==> config.mk <==
export PLATFORM = sky130hd
export DESIGN_NAME = fetch_unit
export DESIGN_NICKNAME = d
export VERILOG_FILES = /design/src/rtl/mips_pkg.sv /design/src/rtl/fetch_skid.sv /design/src/rtl/fetch_unit.sv
export SDC_FILE = /design/constraint.sdc
export NUM_CORES = 1
export LEC_CHECK = 0
export ABC_AREA = 1
export BUFFER_PORTS_ARGS = -buffer_cell sky130_fd_sc_hd__clkbuf_2
export CAP_MARGIN = 30
export CORE_MARGIN = 3
export CORE_UTILIZATION = 55
export DETAILED_ROUTE_END_ITERATION = 6
export HOLD_SLACK_MARGIN = 0.05
export PLACE_DENSITY = 0.82
export SYNTH_ARGS = -nofsm -noshare
export SYNTH_HDL_FRONTEND = slang
export SYNTH_SLANG_ARGS = --single-unit
==> constraint.sdc <==
create_clock -name clk -period 4 [get_ports clk]
set_input_delay 0.2 -clock clk [delete_from_list [all_inputs] [get_ports clk]]
set_output_delay 0.2 -clock clk [all_outputs]
set_load 0.01 [all_outputs]
==> src/rtl/mips_pkg.sv <==
// Shared fetch-side definitions: data-path width, instruction constants,
// fetch FSM state encoding and the {pc, instr} entry held by IF/ID and skid.
package mips_pkg;

  localparam int unsigned XLEN       = 32;
  localparam int unsigned WORD_BYTES = 4;

  localparam logic [XLEN-1:0] NOP_INSTR = 32'h0000_0000;

  // IDLE: no request; REQ: request live; DROP: request live but flushed
  typedef enum logic [1:0] {
    IDLE = 2'd0,
    REQ  = 2'd1,
    DROP = 2'd2
  } fetch_state_e;

  typedef struct packed {
    logic [XLEN-1:0] pc;
    logic [XLEN-1:0] instr;
  } fetch_entry_t;

  // Sequential successor, wrapping modulo 2^XLEN
  function automatic logic [XLEN-1:0] next_seq_pc(input logic [XLEN-1:0] pc);
    return pc + XLEN'(WORD_BYTES);
  endfunction

endpackage

==> src/rtl/fetch_skid.sv <==
// One-entry holding buffer for a fetched {pc, instr} that arrived while the
// IF/ID register was occupied and decode stalled.
// Ports:
//   clk, rst_n        clock, async active-low reset
//   push_i            capture pc_i/instr_i
//   pop_i             entry consumed by IF/ID
//   flush_i           discard the entry (redirect); wins over push/pop
//   pc_i, instr_i     entry to capture
//   full_o            entry present
//   pc_o, instr_o     held entry
module fetch_skid
  import mips_pkg::*;
(
  input  logic            clk,
  input  logic            rst_n,
  input  logic            push_i,
  input  logic            pop_i,
  input  logic            flush_i,
  input  logic [XLEN-1:0] pc_i,
  input  logic [XLEN-1:0] instr_i,
  output logic            full_o,
  output logic [XLEN-1:0] pc_o,
  output logic [XLEN-1:0] instr_o
);

  logic         full_q;
  fetch_entry_t entry_q;

  // Occupancy and storage
  always_ff @(posedge clk or negedge rst_n) begin
    if (!rst_n) begin
      full_q        <= 1'b0;
      entry_q.pc    <= '0;
      entry_q.instr <= NOP_INSTR;
    end else begin
      if (flush_i) begin
        full_q <= 1'b0;
      end else if (push_i) begin
        full_q <= 1'b1;
      end else if (pop_i) begin
        full_q <= 1'b0;
      end
      if (push_i && !flush_i) begin
        entry_q.pc    <= pc_i;
        entry_q.instr <= instr_i;
      end
    end
  end

  assign full_o  = full_q;
  assign pc_o    = entry_q.pc;
  assign instr_o = entry_q.instr;

endmodule

==> src/rtl/fetch_unit.sv <==
// Instruction-fetch stage: owns the PC, issues req/ack instruction-memory
// requests and feeds decode through a valid/ready IF/ID register backed by
// a one-entry skid. Redirects from the next-PC logic flush the stage.
// Ports:
//   clk, rst_n                    clock, async active-low reset
//   halt                          blocks new requests (in-flight one completes)
//   imem_req/imem_addr            fetch request and word address
//   imem_ack/imem_rdata           response, honoured only while imem_req=1
//   redirect/redirect_pc          taken-control-flow pulse and target
//   id_valid/id_ready             IF/ID handshake with decode
//   id_pc/id_instr/id_seq_addr    IF/ID payload, id_seq_addr = id_pc+4
//   fetch_err                     sticky misaligned-redirect flag
module fetch_unit
  import mips_pkg::*;
#(
  parameter logic [XLEN-1:0] RESET_PC = 32'h0000_0000
) (
  input  logic            clk,
  input  logic            rst_n,
  input  logic            halt,
  output logic            imem_req,
  output logic [XLEN-1:0] imem_addr,
  input  logic            imem_ack,
  input  logic [XLEN-1:0] imem_rdata,
  input  logic            redirect,
  input  logic [XLEN-1:0] redirect_pc,
  output logic            id_valid,
  input  logic            id_ready,
  output logic [XLEN-1:0] id_pc,
  output logic [XLEN-1:0] id_instr,
  output logic [XLEN-1:0] id_seq_addr,
  output logic            fetch_err
);

  fetch_state_e    state_q, state_d;
  logic [XLEN-1:0] pc_q, pc_d;
  logic [XLEN-1:0] addr_q, addr_d;
  logic            req_q, req_d;
  logic            err_q, err_d;
  logic            valid_q, valid_d;
  fetch_entry_t    id_q, id_d;
  logic [XLEN-1:0] seq_q, seq_d;

  logic            ack_c;
  logic            redir_ok_c;
  logic            redir_bad_c;
  logic            deliver_c;
  logic            launch_c;
  logic            new_req_c;
  logic            skid_push_c;
  logic            skid_pop_c;
  logic            skid_full_c;
  logic            skid_empty_nxt_c;
  logic [XLEN-1:0] skid_pc_c;
  logic [XLEN-1:0] skid_instr_c;

  fetch_skid u_skid (
    .clk     (clk),
    .rst_n   (rst_n),
    .push_i  (skid_push_c),
    .pop_i   (skid_pop_c),
    .flush_i (redirect),
    .pc_i    (pc_q),
    .instr_i (imem_rdata),
    .full_o  (skid_full_c),
    .pc_o    (skid_pc_c),
    .instr_o (skid_instr_c)
  );

  // Next-state, PC, request and IF/ID steering
  always_comb begin
    ack_c       = imem_ack & req_q;
    redir_ok_c  = redirect & (redirect_pc[1:0] == 2'b00);
    redir_bad_c = redirect & ~redir_ok_c;
    err_d       = err_q | redir_bad_c;
    // an ack in REQ is a real instruction unless a redirect kills it
    deliver_c   = ack_c & (state_q == REQ) & ~redirect;

    valid_d     = valid_q;
    id_d        = id_q;
    seq_d       = seq_q;
    skid_push_c = 1'b0;
    skid_pop_c  = 1'b0;

    // IF/ID: skid has priority over a fresh ack to keep program order
    if (redirect) begin
      valid_d = 1'b0;
    end else if (valid_q && id_ready) begin
      if (skid_full_c) begin
        id_d.pc    = skid_pc_c;
        id_d.instr = skid_instr_c;
        seq_d      = next_seq_pc(skid_pc_c);
        skid_pop_c = 1'b1;
      end else if (deliver_c) begin
        id_d.pc    = pc_q;
        id_d.instr = imem_rdata;
        seq_d      = next_seq_pc(pc_q);
      end else begin
        valid_d = 1'b0;
      end
    end else if (!valid_q) begin
      if (deliver_c) begin
        valid_d    = 1'b1;
        id_d.pc    = pc_q;
        id_d.instr = imem_rdata;
        seq_d      = next_seq_pc(pc_q);
      end
    end else begin
      skid_push_c = deliver_c;
    end

    skid_empty_nxt_c = redirect | ~(skid_push_c | (skid_full_c & ~skid_pop_c));
    launch_c         = ~halt & ~err_d & skid_empty_nxt_c;

    // Misaligned targets leave the PC untouched
    pc_d = pc_q;
    if (redirect) begin
      if (redir_ok_c) begin
        pc_d = redirect_pc;
      end
    end else if (deliver_c) begin
      pc_d = next_seq_pc(pc_q);
    end

    state_d = state_q;
    unique case (state_q)
      IDLE: begin
        if (launch_c) begin
          state_d = REQ;
        end
      end
      REQ: begin
        if (ack_c) begin
          state_d = launch_c ? REQ : IDLE;
        end else if (redirect) begin
          state_d = DROP;
        end
      end
      DROP: begin
        if (ack_c) begin
          state_d = launch_c ? REQ : IDLE;
        end
      end
      default: state_d = IDLE;
    endcase

    // Address is reloaded only when a fresh request starts; held otherwise
    new_req_c = (state_d == REQ) & ((state_q != REQ) | ack_c);
    addr_d    = new_req_c ? pc_d : addr_q;
    req_d     = (state_d != IDLE);
  end

  // State and output registers
  always_ff @(posedge clk or negedge rst_n) begin
    if (!rst_n) begin
      state_q  <= IDLE;
      pc_q     <= RESET_PC;
      addr_q   <= RESET_PC;
      req_q    <= 1'b0;
      err_q    <= 1'b0;
      valid_q  <= 1'b0;
      id_q.pc    <= '0;
      id_q.instr <= NOP_INSTR;
      seq_q    <= '0;
    end else begin
      state_q  <= state_d;
      pc_q     <= pc_d;
      addr_q   <= addr_d;
      req_q    <= req_d;
      err_q    <= err_d;
      valid_q  <= valid_d;
      id_q     <= id_d;
      seq_q    <= seq_d;
    end
  end

  assign imem_req    = req_q;
  assign imem_addr   = addr_q;
  assign id_valid    = valid_q;
  assign id_pc       = id_q.pc;
  assign id_instr    = id_q.instr;
  assign id_seq_addr = seq_q;
  assign fetch_err   = err_q;

endmodule

==> flow_summary.ini <==
[run_status]
outcome = complete, no violations

[detailed_routing]
avgViaCountPerCell = 5.69
vias = 12100
dr.pass1.iters = 7
drt_wl_total_um = 38800
avgRoutedWirePerCell_um = 18.2
ant_nets = 0
drc_errors = 0
drt_iter0_drc = 1151

[worst_setup_path]
cp-start-kind = input port
endpoint = imem_addr[17]
r2r_setup_slack_ns = 1.35
crit_slowest_cell = inv_1
crit_path_end_kind = flop
crit_start = redirect
worstSetupPathDepth = 8
worstReg2RegEnd = id_seq_addr[6]
path_max_fanout = 34
r2r_cells = 9
critPathMaxStageDelay_ns = 0.78
crit_family = buffers and inverters
crit_arrival_ns = 3.21
cp_common_cell = nand2_1
cp_data_required_time_ns = 4.41
r2r-start = state_q[0]
crit_type = in2reg
path_buf_inv = 4
worstPathCellList = dlygate4sd3_1 > clkbuf_2 > inv_1 > nand3_1 > nand2_2 > inv_2 > nand2_1 > nand2_1

[floorplan]
rows = 53
initial_core_util_pct = 56.3
core-area_um2 = 21200
die_x_um = 153
ios = 201
die_h_um = 153
die_area_um2 = 23400

[power]
p_leak_nw = 7.89
pwr_density_cell_nw_per_um2 = 372
ir_drop_v = 0.000339

[placed_design]
gp_congestion = 0.979
io_buffers = 200
post-place-cells = 2020
dp_hpwl_um = 25200
placed_area_um2 = 13000

[cts]
clk_pin_slew_ns = 0.06
htree_num_levels = 1
cts_sinks = 230
cts-resized-gates = 0
clock_latency_ns = 0.55
post_cts_buffers = 0
cts.path.max_buffers = 3
cts_tree = done
cts_hold_buffers = 65
numCtsBuffers = 25
root_buffer = clkbuf_16

[grt]
grt_overflow = 0
grt_pass1_wl_um = 61800
grt_max_degree = 125
grt_pass1_vias = 11900
antenna_found_initial = 0
grt_usage_pct = 32.1

[synth]
syn_area_um2 = 11900
synthDistinctLibCells = 45
synth_cells = 1612
synthFlopType = dfrtp_1
synth_edf_count = 0
synthArstFlopShare_pct = 100
synth.avg_cell_area_um2 = 7.38
ys_ff_latch = 230
yosysWarningCount = 0
syn-num-nets = 1684
ys_seq_area_share_pct = 48.4

[hold_path]
hp-class = in2reg

[final_layout]
finalNetCount = 1909
fin_area_um2 = 14500
layout-drive-gt1-share_pct = 17.2
fin_cells = 2128
final_util_pct = 68.6
diodes = 0
n_fill_cell = 1742
syn_to_final_growth_pct = 22.0

[timing]
rsz0062_at_grt = no
slew_violations = 0
setup_viol = 0
fin_tns_setup_ns = 0
skew_ns = 0.0172
finalCritPeriodShare_pct = 70.0
tightest_slew_ns = 1.02
fmax_ghz = 0.357
period_needed_ns = 2.80
finalHoldViolCount = 0
relSlewSlack_pct = 31.7

[run]
max-cap-violations = 0
worst min path at each step:
| stage | startpoint | endpoint | slack (ns) | depth (start not counted) |
|---|---|---|---|---|
| CTS | redirect_pc[23] | pc_q[23] | 0.05 | 5 |
| detailed placement | rst_n | id_pc[21] | 0.37 | 1 |
| global placement | rst_n | id_pc[26] | 0.37 | 1 |
| finish | redirect_pc[23] | pc_q[23] | 0.05 | 5 |
| floorplan | rst_n | fetch_err | -0.1 | 0 |
| global route | redirect_pc[23] | pc_q[23] | 0.1 | 5 |
synthesized netlist by cell type (all sizes together), types with 4 or more instances:
library cell | number | area (um2)
a21oi | 29 | 145
a31oi | 4 | 25.0
a32o | 4 | 40.0
buf | 42 | 221
clkbuf | 37 | 140
dfrtp | 230 | 5760
inv | 164 | 616
nand2 | 645 | 2440
nand3 | 70 | 365
nand4 | 11 | 83.8
nor2 | 106 | 498
nor3 | 15 | 85.1
o211ai | 14 | 110
o21ai | 160 | 801
o22ai | 47 | 294
xor2 | 9 | 78.8
flip-flops by register name (all words and copies together), names as in the netlist:
signal,count
pc_q,32
id_seq_addr,32
u_skid.instr_o,32
id_pc,32
imem_addr,32
id_instr,32
id_valid,1
u_skid.full_o,1
u_skid.pc_o,32
state_q,2
imem_req,1
fetch_err,1
metal layers:
layer,routed length (um),track usage [%],vias to the layer above,part of all wire [%]
met5,0,0,-,0
met4,1500,12.2,0,3.9
met3,3180,6.31,102,8.2
met2,19200,54.9,628,50
met1,14900,40.5,5771,38
li1,-,-,5610,-
cells in the final DEF (no fill, tap or decap), drive strengths merged:
master and n:
a211oi 1, a21oi 29, a22o 2, a22oi 1, a31oi 4, a32o 4, a32oi 1, buf 13
bufinv 4, clkbuf 230, clkinv 8, dfrtp 230, dlygate4sd3 65, ha 2, inv 165, nand2 645
nand3 70, nand3b 3, nand4 11, nor2 106, nor3 15, nor4 3, o2111ai 3, o211ai 14
o21ai 160, o22ai 47, o311ai 3, o31ai 1, or2 3, or3 1, xor2 9
cells by family (layout without fill, tap and decap cells):
family                     after synthesis  count (layout)  share of synthesized area [%]
xor gates and xnor gates                 9               9                          0.662
adders and majority gates                2               2                          0.210
AOI/OAI and AO/OA                      270             270                           12.7
DFF                                    230             230                           48.4
and+or+nand+nor                        857             857                           29.8
buffers and inverters                  244             485                           8.24
cell type report:
class                      instances  area (um2)  share of cell area, %
sequential                       230        5760                   39.6
clock buffer                      31         668                   4.60
clock inverter                    12         183                   1.26
multi-input combinational       1138        5170                   35.6
timing repair buffer             277        1780                   12.2
tap                              275         344                   2.37
inverter                         165         619                   4.27
where the power goes:
group | switching, mW | internal, mW
registers | 0.122 | 2.38
clock network | 0.987 | 1.45
logic | 0.293 | 0.168
worst min-delay path, delay by kind of cell:
family | cells | cell delay [ns]
AND/OR/NAND/NOR | 2 | 0.14
buffers and inverters | 2 | 0.12
AO/OA/AOI/OAI | 1 | 0.08
per-stage QoR:
stage	worst slack, ns	total power [mW]	hold WS (ns)
after CTS	1.25	5.40	0.0500
after global placement	1.40	2.94	0.366
after global routing	0.983	5.57	0.0967
final	1.20	5.40	0.0534
after detailed placement	1.24	2.94	0.372
after floorplan	2.40	2.73	-0.0956
No activity file was read; power rests on OpenSTA's default activity.
